### config.mk
export PLATFORM = sky130hd
export DESIGN_NAME = pe_ctrl
export DESIGN_NICKNAME = d
export VERILOG_FILES = /design/src/rtl/pe_ctrl_pkg.sv /design/src/rtl/pe_ctrl_acc.sv /design/src/rtl/pe_ctrl.sv
export SDC_FILE = /design/constraint.sdc
export NUM_CORES = 1
export LEC_CHECK = 0
export CORE_MARGIN = 8
export CORE_UTILIZATION = 39
export DETAILED_ROUTE_END_ITERATION = 8
export PLACE_DENSITY = 0.85
export SYNTH_ARGS = -nofsm -noshare
export SYNTH_HDL_FRONTEND = slang
export SYNTH_SLANG_ARGS = --single-unit
### constraint.sdc
create_clock -name clk -period 1.7 [get_ports clk]
set_input_delay 0.34 -clock clk [delete_from_list [all_inputs] [get_ports clk]]
set_output_delay 0.34 -clock clk [all_outputs]
set_load 0.01 [all_outputs]
### src/rtl/pe_ctrl_pkg.sv
// pe_ctrl_pkg: mode encodings, FSM states and per-mode control LUTs for the PE controller.
// The reserved mode (3) entries mirror 8b so a raw 2-bit mode can index safely.
package pe_ctrl_pkg;

  localparam logic [1:0] MODE_2B = 2'd0;
  localparam logic [1:0] MODE_4B = 2'd1;
  localparam logic [1:0] MODE_8B = 2'd2;

  typedef enum logic [1:0] {
    IDLE  = 2'd0,
    RUN   = 2'd1,
    DRAIN = 2'd2,
    DONE  = 2'd3
  } state_e;

  localparam logic [31:0] SHIFT_LUT [0:3] = '{32'h0000_0000, 32'h0000_0A0A, 32'h0F0F_0F0F, 32'h0F0F_0F0F};
  localparam logic [7:0]  SUM_LUT   [0:3] = '{8'h00, 8'h33, 8'h77, 8'h77};

  // One bit per brick row, set where that brick holds an operand's MSBs.
  localparam logic [3:0]  SIGN_MASK [0:3] = '{4'b1111, 4'b1010, 4'b1000, 4'b1000};

  function automatic logic [1:0] norm_mode(input logic [1:0] mode);
    return (mode == 2'd3) ? MODE_8B : mode;
  endfunction

endpackage

### src/rtl/pe_ctrl_acc.sv
// pe_ctrl_acc: aligns beat issue with fusion-unit latency, tracks the first beat
// of a job and holds the 20-bit wrapping accumulator feeding pe_previous_sum.
module pe_ctrl_acc (
  input  logic        clk,
  input  logic        reset,
  input  logic        beat,
  input  logic        first,
  input  logic [19:0] pe_sum,
  output logic [19:0] previous_sum
);

  logic        beat_d;
  logic        first_d;
  logic [19:0] acc;

  always_ff @(posedge clk or negedge reset) begin
    if (!reset) begin
      beat_d  <= 1'b0;
      first_d <= 1'b0;
      acc     <= '0;
    end else begin
      beat_d <= beat;
      if (beat)
        first_d <= first;
      if (beat_d)
        acc <= pe_sum;
    end
  end

  // The first beat of a job must not see the previous job's total.
  assign previous_sum = (beat_d && first_d) ? 20'd0 : acc;

endmodule

### src/rtl/pe_ctrl.sv
// pe_ctrl: job FSM and operand issue for the bit-fusion PE.
// Define PE_CTRL_PERF_EN to add the perf_beats/perf_stall counters and perf_clr.
module pe_ctrl
  import pe_ctrl_pkg::*;
#(
  parameter int LEN_W = 16
) (
  input  logic             clk,
  input  logic             reset,
  input  logic             cfg_valid,
  output logic             cfg_ready,
  input  logic [1:0]       cfg_mode,
  input  logic             cfg_x_signed,
  input  logic             cfg_y_signed,
  input  logic [LEN_W-1:0] cfg_len,
  input  logic             in_valid,
  output logic             in_ready,
  input  logic [31:0]      in_x,
  input  logic [31:0]      in_y,
  output logic [31:0]      pe_x,
  output logic [31:0]      pe_y,
  output logic [3:0]       pe_sign_x,
  output logic [3:0]       pe_sign_y,
  output logic [31:0]      pe_signal,
  output logic [7:0]       pe_sum_signal,
  output logic [19:0]      pe_previous_sum,
  input  logic [19:0]      pe_sum,
  output logic             out_valid,
  input  logic             out_ready,
  output logic [19:0]      out_sum,
  output logic             busy
`ifdef PE_CTRL_PERF_EN
  ,
  input  logic             perf_clr,
  output logic [31:0]      perf_beats,
  output logic [31:0]      perf_stall
`endif
);

  state_e           state;
  logic [LEN_W-1:0] len_q;
  logic [LEN_W-1:0] beat_cnt;
  logic [1:0]       mode;
  logic             beat;
  logic             first;

  assign mode  = norm_mode(cfg_mode);
  assign beat  = in_valid && in_ready;
  assign first = (beat_cnt == '0);
  assign busy  = (state != IDLE);

  always_ff @(posedge clk or negedge reset) begin
    if (!reset) begin
      state         <= IDLE;
      cfg_ready     <= 1'b1;
      in_ready      <= 1'b0;
      out_valid     <= 1'b0;
      out_sum       <= '0;
      len_q         <= '0;
      beat_cnt      <= '0;
      pe_x          <= '0;
      pe_y          <= '0;
      pe_signal     <= '0;
      pe_sum_signal <= '0;
      pe_sign_x     <= '0;
      pe_sign_y     <= '0;
    end else begin
      case (state)
        IDLE: begin
          if (cfg_valid) begin
            state         <= RUN;
            cfg_ready     <= 1'b0;
            in_ready      <= 1'b1;
            len_q         <= cfg_len;
            beat_cnt      <= '0;
            pe_signal     <= SHIFT_LUT[mode];
            pe_sum_signal <= SUM_LUT[mode];
            pe_sign_x     <= cfg_x_signed ? SIGN_MASK[mode] : 4'b0000;
            pe_sign_y     <= cfg_y_signed ? SIGN_MASK[mode] : 4'b0000;
          end
        end
        RUN: begin
          if (beat) begin
            pe_x     <= in_x;
            pe_y     <= in_y;
            beat_cnt <= beat_cnt + 1'b1;
            if (beat_cnt == len_q) begin
              state    <= DRAIN;
              in_ready <= 1'b0;
            end
          end
        end
        // The last beat's result arrives this cycle, so it is also the final total.
        DRAIN: begin
          state     <= DONE;
          out_valid <= 1'b1;
          out_sum   <= pe_sum;
        end
        DONE: begin
          if (out_ready) begin
            state     <= IDLE;
            out_valid <= 1'b0;
            cfg_ready <= 1'b1;
          end
        end
        default: state <= IDLE;
      endcase
    end
  end

  pe_ctrl_acc u_acc (
    .clk          (clk),
    .reset        (reset),
    .beat         (beat),
    .first        (first),
    .pe_sum       (pe_sum),
    .previous_sum (pe_previous_sum)
  );

`ifdef PE_CTRL_PERF_EN
  always_ff @(posedge clk or negedge reset) begin
    if (!reset) begin
      perf_beats <= '0;
      perf_stall <= '0;
    end else if (perf_clr) begin
      perf_beats <= '0;
      perf_stall <= '0;
    end else begin
      if (beat)
        perf_beats <= perf_beats + 32'd1;
      if (state == RUN && !in_valid)
        perf_stall <= perf_stall + 32'd1;
    end
  end
`endif

endmodule

# --- Word-level counts from Yosys, hierarchy flattened ---
# Index checks and enable logic that the tools add are counted.
word_totals:
  elab_cells: 73
  out_inout_bits: 156
  inputBits: 109
  ff_bits: 191
classes:
  n_reduce_logical: 15
  n_bitwise: 1
  addsub: 1
  magnitude_cmp: 1
  n_mux: 30
  eq_ne: 9
op_table:
  columns: ["op", "n"]
  rows:
  - ["32-bit binary-select mux with 2-bit select", 1]
  - ["32-bit 2-to-1 mux", 2]
  - ["16-bit 2-to-1 mux", 2]
  - ["16-bit one-hot mux with 2 select lines", 1]
  - ["20-bit 2-to-1 mux", 1]
  - ["16-bit by 1-bit adder with 16-bit output (second input constant)", 1]
  - ["8-bit binary-select mux with 2-bit select", 1]
  - ["16-bit equality test", 1]
  - ["16-bit logical NOT", 1]
  - ["4-bit 2-to-1 mux", 4]
  - ["8-bit 2-to-1 mux", 2]
  - ["2-bit 2-to-1 mux", 5]
  - ["4-bit binary-select mux with 2-bit select", 1]
  - ["2-bit one-hot mux with 4 select lines", 1]
  - ["4-bit AND reduction", 2]
  - ["2-bit nonzero test", 4]
  - ["2-bit equality test (second input constant)", 3]
  - ["1-bit 2-to-1 mux", 6]
  - ["2-bit != test (second input constant)", 3]
  - ["1-bit one-hot mux with 2 select lines", 3]
  - ["2-bit AND reduction", 3]
  - ["3-bit AND reduction", 2]
  - ["3-bit greater-or-equal comparator (second input constant)", 1]
  - ["2-bit NOT with 3-bit output", 1]
  - ["4 further kinds", 5]

# --- Longest topological paths before layout ---
logic_depth:
  word_depth: 7
  mapped_depth: 8
  ltp_nobuf: 7

# --- By module ---
# Synthesis repeated with hierarchy kept, for this count alone.
hier_totals:
  cells_unflattened: 501
  hier_area_um2: 6745.2
by_module_without_submodules:
  columns: ["module", "area_per_inst_um2", "cells_each", "instances"]
  rows:
  - ["pe_ctrl", 5695.5, 432, 1]
  - ["pe_ctrl_acc", 1049.8, 69, 1]

# --- Worst setup path after synthesis ---
# No wires, ideal clock.
synth_path:
  path_kind: "register to register"
  startpoint: "reg state[0]"
  endpoint: "reg len_q[12]"
  setup_time_ns: 0.125
  stages_incl_launch_ff: 7
  path_slack_ns: -0.076
  period_less_slack_ns: 1.776
  arrival_time_ns: 1.651
  path_cell_list: "dfrtp_1 -> inv_1 -> ha_1 -> buf_2 -> nand2_1 -> clkbuf_1 -> mux2_2"
synth_between:
  elab_chain_len: 2
synth_lines:
  columns: ["element", "line_no", "rtl"]
  rows:
  - ["start: declaration", "pe_ctrl.sv:40", "state_e state;"]
  - ["start signal: assignment", "pe_ctrl.sv:54", "state <= IDLE;"]
  - ["start signal: assignment", "pe_ctrl.sv:71", "state <= RUN;"]
  - ["start signal: assignment", "pe_ctrl.sv:88", "state <= DRAIN;"]
  - ["2-bit logical NOT", "pe_ctrl.sv:68", "case (state)"]
  - ["2-bit AND reduction (no line)", null, null]
  - ["end signal: assignment", "pe_ctrl.sv:74", "len_q <= cfg_len;"]
  - ["end: declaration", "pe_ctrl.sv:41", "logic [LEN_W-1:0] len_q;"]
# Every way passes these cells.
# A chain may end at the register's enable or synchronous reset.

# --- Worst setup path in the final report ---
layout_path:
  startpoint: "reg beat_cnt[12]"
  endpoint: "reg state[1]"
layout_between:
  elab_chain_len: 3
layout_lines:
  columns: ["element", "line_no", "rtl"]
  rows:
  - ["start: declaration", "pe_ctrl.sv:42", "logic [LEN_W-1:0] beat_cnt;"]
  - ["start signal: assignment", "pe_ctrl.sv:86", "beat_cnt <= beat_cnt + 1'b1;"]
  - ["16-bit equality test", "pe_ctrl.sv:87", "if (beat_cnt == len_q) begin"]
  - ["2-bit != test (no line)", null, null]
  - ["4-bit AND reduction (no line)", null, null]
  - ["end signal: assignment", "pe_ctrl.sv:88", null]
  - ["end signal: assignment", "pe_ctrl.sv:95", "state <= DONE;"]
  - ["end signal: assignment", "pe_ctrl.sv:101", "state <= IDLE;"]
# Every way passes these cells.

==> impl_metrics.prom <==
# TYPE chip_impl_metric gauge
chip_impl_metric{name="timing.critical_path.required",unit="ns"} 1.99
chip_impl_metric{name="nNetsFinal",unit=""} 898
chip_impl_metric{name="max_cap_violations",unit=""} 0
chip_impl_metric{name="num_rows",unit=""} 47
chip_impl_metric{name="multi_input_area",unit="um2"} 2630
chip_impl_metric{name="stdcell_count",unit=""} 1014
chip_impl_metric{name="final_hold_viol_count",unit=""} 0
chip_impl_metric{name="pwr_density_cell",unit="nW/um2"} 1790
chip_impl_metric{name="setup_viol",unit=""} 12
chip_impl_metric{name="grt_util_all_layers",unit=""} 0.168
chip_impl_metric{name="p_clk_frac",unit=""} 0.186
chip_impl_info{name="root_buffer",value="sky130_fd_sc_hd__clkbuf_16"} 1
chip_impl_metric{name="synth_async_sr_flop_share",unit=""} 1.00
chip_impl_info{name="critical_path.cell_chain",value="xor2_1 -> nor4_2 -> nand4_1 -> a21o_2 -> mux2_4"} 1
chip_impl_metric{name="io-pin-count",unit=""} 265
chip_impl_metric{name="layout_worst_path_cycle_share",unit=""} 1.04
chip_impl_metric{name="largest_driver_fanout_on_the_critical_path",unit=""} 2
chip_impl_metric{name="mappedNetlistArea",unit="um2"} 6610
chip_impl_metric{name="gr_ovfl_total",unit=""} 0
chip_impl_info{name="startpoint_type",value="flop"} 1
chip_impl_metric{name="max_freq",unit="GHz"} 0.564
chip_impl_info{name="clock_tree_from_tritoncts",value="built"} 1
chip_impl_metric{name="remaining_drc_errors",unit=""} 0
chip_impl_metric{name="1st_iter_drt_viols",unit=""} 101
chip_impl_metric{name="numClockSinks",unit=""} 151
chip_impl_metric{name="antenna_violations_before_repair",unit=""} 1
chip_impl_metric{name="grt_start_max_net_pins",unit=""} 39
chip_impl_metric{name="numPlacedInstances",unit=""} 969
chip_impl_info{name="setup.worst_path.end_class",value="flop"} 1
chip_impl_metric{name="delay_of_the_slowest_cell_on_the_worst_path",unit="ns"} 0.38
chip_impl_metric{name="yosys_register_bits",unit=""} 151
chip_impl_metric{name="drt_pass1_iterations",unit=""} 4
chip_impl_metric{name="seq_area",unit="um2"} 3780
chip_impl_info{name="critPathSlowestCell",value="sky130_fd_sc_hd__dfrtp_1"} 1
chip_impl_metric{name="reg2regPathDepth",unit=""} 5
chip_impl_metric{name="setup_ws",unit="ns"} -0.0735
chip_impl_info{name="post-synth-top-count-cell",value="sky130_fd_sc_hd__dfrtp_1"} 1
chip_impl_metric{name="viasPerCell",unit=""} 4.73
chip_impl_info{name="unrepaired_setup_endpoints_after_global_routing",value="yes"} 1
chip_impl_info{name="crit_type",value="flop to flop"} 1
chip_impl_metric{name="worst_setup_hold_path_clk_slew",unit="ns"} 0.07
chip_impl_metric{name="syn_area_per_cell",unit="um2"} 13.4
chip_impl_metric{name="power.total",unit="mW"} 18.7
chip_impl_info{name="worst_setup_path_startpoint",value="beat_cnt[12]"} 1
chip_impl_metric{name="power.share.sequential",unit=""} 0.331
chip_impl_metric{name="synth-edff-count",unit=""} 0
chip_impl_info{name="synth_top_cells_by_count",value="sky130_fd_sc_hd__dfrtp_1, sky130_fd_sc_hd__mux2_2, sky130_fd_sc_hd__buf_4"} 1
chip_impl_info{name="worst_path_dominant_cell_family",value="simple AND/OR/NAND/NOR gates"} 1
chip_impl_metric{name="postSynthCellCount",unit=""} 493
chip_impl_metric{name="setup.reg_to_reg.worst_slack",unit="ns"} -0.07
chip_impl_metric{name="vdd_drop_max",unit="V"} 0.00120
chip_impl_metric{name="hold_ws",unit="ns"} 0.407
chip_impl_metric{name="io_buffer_count",unit=""} 246
chip_impl_metric{name="worst-endpoint-arrival",unit="ns"} 2.07
chip_impl_metric{name="globalplace.congestion",unit=""} 0.800
chip_impl_metric{name="p_int",unit="mW"} 12.6
chip_impl_metric{name="initial_core_utilization",unit=""} 0.398
chip_impl_metric{name="first_global_vias",unit=""} 5314
chip_impl_metric{name="floorplan.core_area",unit="um2"} 16600
chip_impl_metric{name="cp_num_buf_inv",unit=""} 0
chip_impl_metric{name="wl_per_cell",unit="um"} 18.0
chip_impl_metric{name="clock_tree.htree_level_count",unit=""} 4
chip_impl_info{name="synth_top_cell_by_area",value="sky130_fd_sc_hd__dfrtp_1"} 1
chip_impl_metric{name="floorplan.die_area",unit="um2"} 21400
chip_impl_metric{name="area_growth_syn_to_layout",unit="%"} 58.0
chip_impl_metric{name="post-route-min-period",unit="ns"} 1.77
chip_impl_metric{name="routed-via-count",unit=""} 4793
chip_impl_metric{name="final.setup_skew",unit="ns"} 0.00998
chip_impl_metric{name="clock_latency",unit="ns"} 0.42
chip_impl_metric{name="synth.distinct_cells",unit=""} 37
chip_impl_info{name="outcome",value="finished, violations left"} 1
chip_impl_metric{name="grt_pass1_wl",unit="mm"} 28.6
chip_impl_metric{name="cts_inserted_buffers",unit=""} 17
chip_impl_metric{name="power.combinational.fraction",unit=""} 0.483
chip_impl_metric{name="synth_top_area_share",unit=""} 0.568
chip_impl_metric{name="synthesis.yosys.warnings",unit=""} 0
chip_impl_metric{name="final-max-slew-violation-count",unit=""} 0
chip_impl_metric{name="dieWidth",unit="um"} 146
chip_impl_metric{name="hpwl",unit="mm"} 13.5
chip_impl_metric{name="finish.utilization",unit=""} 0.629
chip_impl_metric{name="routed_wl",unit="mm"} 18.2
chip_impl_info{name="worst_hold_path_type",value="primary input to asynchronous set/reset pin"} 1
chip_impl_metric{name="n_fill_cell",unit=""} 1247
chip_impl_metric{name="chipHeight",unit="um"} 146
chip_impl_metric{name="total_switching_power",unit="mW"} 6.12
chip_impl_metric{name="power.switching_fraction",unit=""} 0.327
chip_impl_info{name="failed_checks",value="setup timing"} 1
chip_impl_info{name="synth.top_cells.by_area",value="sky130_fd_sc_hd__dfrtp_1, sky130_fd_sc_hd__mux2_2, sky130_fd_sc_hd__buf_4, sky130_fd_sc_hd__xor2_1, sky130_fd_sc_hd__and2_1"} 1
chip_impl_metric{name="ctsLongestPathBuffers",unit=""} 2
chip_impl_info{name="end_of_the_worst_register_to_register_path",value="state[1]"} 1
chip_impl_metric{name="final.setup.tns",unit="ns"} -0.754
chip_impl_metric{name="antenna_left",unit=""} 0
chip_impl_metric{name="synth_sequential_area_ratio",unit=""} 0.572
chip_impl_metric{name="leakagePower",unit="nW"} 5.06
chip_impl_metric{name="post_route_cells_drive_above_1_share",unit=""} 0.363
chip_impl_info{name="leading_register_cell_type_out_of_synthesis",value="sky130_fd_sc_hd__dfrtp_1"} 1
chip_impl_info{name="timing.rr.start",value="beat_cnt[12]"} 1
chip_impl_metric{name="antenna_cells",unit=""} 0
==> cell type report <==
type / count / share of cell area
clock inverter: 14 / 0.0110
timing repair buffer: 311 / 0.303
inverter: 11 / 0.00396
multi-input combinational: 290 / 0.252
tap: 220 / 0.0264
clock buffer: 17 / 0.0408
sequential: 151 / 0.362
==> per-stage QoR <==
step / instance area [um2] / setup slack, ns
2_1_floorplan: 6680 / 0.00214
3_3_place_gp: 9500 / -0.155
3_5_place_dp: 9500 / -0.199
4_1_cts: 10100 / -0.173
5_1_grt: 10400 / -0.160
6_report: 10400 / -0.0735
==> routing by layer <==
layer / wire length (um) / GRT usage / vias to the layer above
met5: 13 / 0 / -
met4: 372 / 0.0536 / 2
met3: 1830 / 0.0905 / 24
met2: 9310 / 0.289 / 184
met1: 6690 / 0.173 / 2360
li1: - / - / 2223
==> kinds of logic after synthesis <==
| logic type | count (synthesis) | synth area share |
|---|---|---|
| xor+xnor | 26 | 0.0345 |
| mux | 128 | 0.218 |
| simple gates | 86 | 0.0737 |
| fa+ha+maj | 7 | 0.0133 |
| flops | 151 | 0.572 |
| compound gates | 25 | 0.0229 |
| other cells | 1 | 0.000568 |
| buf+inv | 69 | 0.0646 |
==> power groups by stage <==
stage	clock network (mW)	registers (mW)	logic (mW)
floorplan	0	6.71	3.64
global placement	0	6.18	8.62
detailed placement	0	6.28	8.79
CTS	3.58	6.20	8.75
global route	3.73	6.41	9.68
finish	3.48	6.19	9.05
==> how the worst max path moves through the flow <==
stage | slack (ns) | cells after the start | endpoint
2_1_floorplan | 0.002 | 7 | beat_cnt[10]
3_3_place_gp | -0.16 | 6 | pe_x[3]
3_5_place_dp | -0.20 | 6 | pe_y[26]
4_1_cts | -0.17 | 5 | busy
5_1_grt | -0.16 | 5 | state[1]
6_report | -0.07 | 5 | state[1]
==> sequential cells by signal, indices dropped and copies added, names as in the netlist <==
register	cells
pe_y	32
in_ready	1
beat_cnt	16
out_valid	1
pe_sign_x	3
pe_signal	2
u_acc.acc	20
cfg_ready	1
u_acc.beat_d	1
len_q	16
pe_x	32
pe_sign_y	3
out_sum	20
u_acc.first_d	1
state	2
==> timing repair <==
item	4_1_cts	5_1_grt
buffers inserted	5	9
pin swaps	6	20
gates resized for setup	142	104
setup endpoints to repair	71	143
hold endpoints to repair	30	0
cloned	3	0
hold buffers	1	0
==> cell usage in the layout, fill, tap and decap left out, drive strengths merged, types with 2 or more instances in the layout <==
| cell | instances |
|---|---|
| dlymetal6s2s | 45 |
| or3 | 4 |
| mux2i | 3 |
| inv | 19 |
| and4 | 2 |
| o22ai | 2 |
| nor2 | 14 |
| buf | 86 |
| dfrtp | 150 |
| nor3 | 5 |
| clkdlybuf4s50 | 143 |
| clkinv | 2 |
| nand4 | 5 |
| ha | 7 |
| o21ai | 9 |
| xnor2 | 5 |
| clkinvlp | 4 |
| a21oi | 8 |
| and3 | 2 |
| mux2 | 125 |
| nor4 | 7 |
| dlygate4sd2 | 36 |
| nand2b | 4 |
| nand3 | 7 |
| xor2 | 21 |
| and2 | 21 |
| nand2 | 14 |
| clkbuf | 17 |
| a22o | 3 |
| conb | 18 |
Note: power is estimated with default switching activity, not from simulation.
==> RTL change 1, RTL diff (same flow settings) <==
Change the parameter `LEN_W` from 16 to 8.
--- a/src/rtl/pe_ctrl.sv
+++ b/src/rtl/pe_ctrl.sv
@@ -5,3 +5,3 @@
 #(
-  parameter int LEN_W = 16
+  parameter int LEN_W = 8
 ) (
Interface: changed (resized cfg_len); port bits go from 265 to 257. The function was not compared with the original's and may differ.
==> RTL change 1 against the unedited design <==
Synthesized cell count decreased by 12%; sequential cell count decreased by 16; clock power decreased by 9.8%; die area decreased by 9.9%; setup slack improved by 120 ps; core utilization decreased by 1.9 points; total power decreased by 15%; cell count decreased by 13%; final area decreased by 12%; routed wire length decreased by 15%; synthesized area decreased by 11%; sequential power decreased by 13%.
==> RTL change 1: results (changes against the unedited design) <==
final setup skew 4.738 ps (was 9.983 ps); clk_buf instances 25 (was 17); input/output buffers 238 (was 246); Placed Area 0.008447 mm² (was 0.009500 mm²); global-route wire length before repair 24,790 µm (was 28,570 µm); Non-Filler Instances 884 (was 1,014); Crit path arrival time 1990 ps (was 2070 ps); initial DRC count 143 (was 101); vias in the first global route 4,655 (was 5,314); Worst-Skew Late Latency 400 ps (was 420 ps); Reg2Reg Depth 6 (was 5); met1 Usage GRT 0.1695 (was 0.1727); post-synthesis compound-gate area fraction 0.03130 (was 0.02292); register area share after synthesis 0.5752 (was 0.5723); multi-input gates 249 (was 290); Hold/Removal Path Class input port to asynchronous set/reset pin (unchanged); synth cell count leaders 134 x dfrtp_1, 117 x mux2_2, 46 x buf_4 (was 150 x dfrtp_1, 124 x mux2_2, 40 x buf_4); Via density 4.698 (was 4.727); Finished Cell Area 0.009135 mm² (was 0.01044 mm²); ys async rst share 1.000 (unchanged); gr usage total 0.1607 (was 0.1683); CP max stage cell or3_1 (was dfrtp_1); Mean Syn Cell Area 13.60 µm² (was 13.40 µm²); clk sinks 135 (was 151); biggest cell delay along the critical path 410 ps (was 380 ps); cts repair resizes 127 (was 142); Synth Area in Adders 0.01278 (was 0.01326); status finished, final reports clean (was complete, but fails checks); R2R Path End beat_cnt[6] (was state[1]); dpl ws -252.6 ps (was -198.9 ps); core area 0.01498 mm² (was 0.01658 mm²); GRT met3 Usage 0.07814 (was 0.09054); Clock Network Area Fraction 0.05479 (was 0.05180); Reg-to-Reg Start state[0] (was beat_cnt[12]); Peak supply drop 0.001095 V (was 0.001204 V); Signal buffers 274 (was 311); multi-input logic area 0.002232 mm² (was 0.002634 mm²); DP HPWL 11,410 µm (was 13,470 µm); Inverters excl. clock 8 (was 11); Max FO, Critical Path 6 (was 2); placed insts 845 (was 969); antenna violations before repair 0 (was 1); layout buffering overhead excluding clock cells 0.3013 (was 0.3030); synth unique cells 40 (was 37); ranking of synthesized cells by area dfrtp_1 57%, mux2_2 22%, buf_4 5.9%, and2_1 2.2%, ha_1 1.3% (was dfrtp_1 57%, mux2_2 21%, buf_4 4.5%, xor2_1 2.8%, and2_1 2.0%); fraction of area in registers 0.3705 (was 0.3625); nets@finish 792 (was 898); R2R setup slack 50 ps (was -70 ps); Post CTS Setup Buffer Count 3 (was 5); static leakage 4.192 nW (was 5.056 nW); mux cell area share after synthesis 0.2276 (was 0.2182); fillcell total 1,129 (was 1,247); area share of xor/xnor cells in the synthesized design 0.01491 (was 0.03448); met2 usage 0.2763 (was 0.2894); RePlAce Congestion 0.7869 (was 0.8002); layout cells sized above 1 0.3362 (was 0.3627); DR WL/cell 17.50 µm (was 17.97 µm)
-- RTL change 1: cell count changes after synthesis, sizes merged, moves of 2 or more --
cell    unedited run  this run
xor2              21         2
dfrtp            150       134
mux2             125       117
nor4               7         0
nor2              14         9
inv               11         7
nand2             14        11
nor2b              0         3
o211ai             0         3
xnor2              5         8
and3               2         0
nand3              7         5
nor3               5         3
-- RTL change 1: metal layers --
metal / share of wire / wire length [µm]
met3: 0.089 / 1378
met5: 0 / 0
met2: 0.52 / 8005
met4: 0.013 / 195
met1: 0.38 / 5891
-- RTL change 1: where the power goes --
group	internal (mW)	total [mW]	switching, mW
registers	4.60	5.36	0.763
logic	4.48	7.46	2.98
clock network	1.91	3.14	1.23
total	11.0	16.0	4.97
-- RTL change 1: per-stage QoR --
step / power, mW / hold WS [ps] / setup TNS, ps
3_3_place_gp: 12.64 / 263.8 / -11890
2_1_floorplan: 8.995 / 44.41 / 0
4_1_cts: 16.03 / 400.3 / -184.1
5_1_grt: 16.91 / 416.0 / -239.6
6_report: 15.96 / 404.8 / 0
3_5_place_dp: 12.95 / 265.1 / -12990
-- RTL change 1: how the worst max path moves through the flow --
| stage | to | slack [ps] |
|---|---|---|
| after floorplan | state[0] | 6 |
| after global placement | pe_x[29] | -180 |
| after detailed placement | state[1] | -250 |
| after CTS | beat_cnt[6] | -70 |
| after global routing | beat_cnt[6] | -40 |
| final | beat_cnt[6] | 50 |
-- RTL change 1: worst max-delay path: cells and delay by family (launching register included) --
family,cells,cell delay [ps]
adders and majority gates,1,180
AOI/OAI and AO/OA,1,150
muxes,1,250
DFF,1,400
and+or+nand+nor,2,530
buffers and inverters,1,60
==> RTL change 2, RTL diff (same flow settings) <==
Without the edit above. Encoding of `state_e`: now one-hot (4 bits for 4 states).
--- a/src/rtl/pe_ctrl_pkg.sv
+++ b/src/rtl/pe_ctrl_pkg.sv
@@ -8,7 +8,7 @@
 
-  typedef enum logic [1:0] {
-    IDLE  = 2'd0,
-    RUN   = 2'd1,
-    DRAIN = 2'd2,
-    DONE  = 2'd3
+  typedef enum logic [3:0] {
+    IDLE  = 4'b0001,
+    RUN   = 4'b0010,
+    DRAIN = 4'b0100,
+    DONE  = 4'b1000
   } state_e;
Behaviour: same outputs for any inputs over 4 cycles, from zero or initial values and one cycle with reset low; so few cycles prove little.
==> RTL change 2 against the unedited design <==
The run still ends with negative setup slack left; total power shrank 9.4%; synthesized area rose by 1.8%; routed wire length grew 38%; combinational power shrank 24%; die area grew 1.6%; first-iteration DRC count grew to 3.0 times the old value; final area is 15% higher; synthesized cell count up 38%; global-route usage rose by 1.8 points; sequential cell count increased by 2; setup slack lost 7.8 ps; count of clock-buffer cells in the layout rose by 1.
==> RTL change 2: results (changes against the unedited design) <==
Hold WS 392.8 ps (was 407.0 ps); yosys warns 0 (unchanged); setup TNS -2034 ps (was -753.8 ps); register area share after synthesis 0.5697 (was 0.5723); Num CTS Buffers 17 (unchanged); Root Driver clkbuf_16 (unchanged); Crit. Startpoint state[0] (was beat_cnt[12]); crit path kind flop to flop (unchanged); synth cell count leaders 266 x nand2_1, 151 x dfrtp_1, 42 x buf_4 (was 150 x dfrtp_1, 124 x mux2_2, 40 x buf_4); synth unique cells 39 (was 37); Reg2Reg Depth 9 (was 5); largest net degree at the start of global routing 44 (was 39); largest delay contributor family on the critical path simple AND/OR/NAND/NOR gates (unchanged); clock-pin slew on the worst setup and hold paths 70 ps (about the same); Regs by FF count pe_x (32), pe_y (32) (unchanged); final setup skew 12.93 ps (was 9.983 ps); Max FO, Critical Path 8 (was 2); setup ws final -81.34 ps (was -73.49 ps); biggest cell delay along the critical path 380 ps (about the same); antenna violations before repair 0 (was 1); gr usage total 0.1860 (was 0.1683); CP max stage cell dfstp_2 (was dfrtp_1); fillcell total 1,136 (was 1,247); R2R Path End pe_x[17] (was state[1]); input/output buffers 246 (unchanged); static leakage 6.435 nW (was 5.056 nW); DP HPWL 14,220 µm (was 13,470 µm); initial DRC count 305 (was 101); RePlAce Congestion 0.8356 (was 0.8002); # diodes 0 (unchanged); Peak supply drop 0.0009500 V (was 0.001204 V); sw power 5.675 mW (was 6.116 mW); nets@finish 1,087 (was 898); dpl ws -178.5 ps (was -198.9 ps); failing checks negative setup slack (unchanged); endpoints failing setup 63 (was 12); status complete, but fails checks (unchanged); CTS HTree Levels 4 (unchanged); vias in the first global route 6,061 (was 5,314); Worst-Skew Late Latency about 430 ps; Routed WL 25,180 µm (was 18,220 µm); ranking of synthesized cells by area dfrtp_1 56%, nand2_1 15%, mux2_2 6.7%, buf_4 4.7%, and2_1 2.4% (was dfrtp_1 57%, mux2_2 21%, buf_4 4.5%, xor2_1 2.8%, and2_1 2.0%); Hold/Removal Path Class input port to asynchronous set/reset pin (unchanged); global-route wire length before repair 32,170 µm (was 28,570 µm); Crit path arrival time 2140 ps (was 2070 ps); vias 6,080 (was 4,793); Longest Clk Path Bufs 2 (unchanged); layout cells sized above 1 0.3650 (was 0.3627); Pre-antenna DRT Iters 5 (was 4)
[RTL change 2: logic make-up (layout without fill, tap and decap cells)]
family	after synthesis	count (layout)	synth area share
compound gates	30	30	0.02791
xor+xnor	21	21	0.02735
fa+ha+maj	2	2	0.003720
buf+inv	82	369	0.07219
flops	153	153	0.5697
mux	41	41	0.06846
other cells	1	18	0.0005576
simple gates	352	355	0.2301
[RTL change 2: cell type report]
class	count	area (µm²)	share of cell area
Multi-Input combinational cell	467	3371	0.2806
Timing Repair Buffer	329	3789	0.3154
Clock buffer	18	439.2	0.03655
Sequential cell	153	3836	0.3193
Inverter	8	30.03	0.002499
Tap cell	225	281.5	0.02343
Clock inverter	14	267.8	0.02229
[RTL change 2: metal layers]
metal / up-vias / global-route usage / wire (µm)
li1: 2739 / - / -
met1: 3067 / 0.1941 / 9007
met2: 224 / 0.3300 / 13800
met3: 50 / 0.07444 / 1766
met4: 0 / 0.06935 / 612
met5: - / 0 / 0
[RTL change 2: power groups by stage]
stage          Combinational, mW  Sequential [mW]  Clock, mW
2_1_floorplan               2.23             5.73          0
3_3_place_gp                5.49             5.42          0
3_5_place_dp                5.62             5.46          0
4_1_cts                     5.61             5.38       4.61
5_1_grt                     7.33             5.66       4.76
6_report                    6.86             5.55       4.56
[RTL change 2: timing repair]
action / 4_1_cts / 5_1_grt
setup endpoints to repair: 64 / 173
endpoints found under the hold margin: 29 / 0
gates cloned: 2 / 26
gates resized for setup: 141 / 328
pin swaps: 2 / 148
setup buffers: 9 / 13
hold buffers: 1 / 0
[RTL change 2: per-stage QoR]
stage	instance area (µm²)	util	std cells
floorplan	6817	-	699
global placement	9503	0.5571	1132
detailed placement	9503	0.5571	1132
CTS	10290	0.6036	1176
global route	12010	0.7044	1214
finish	12010	0.7044	1214
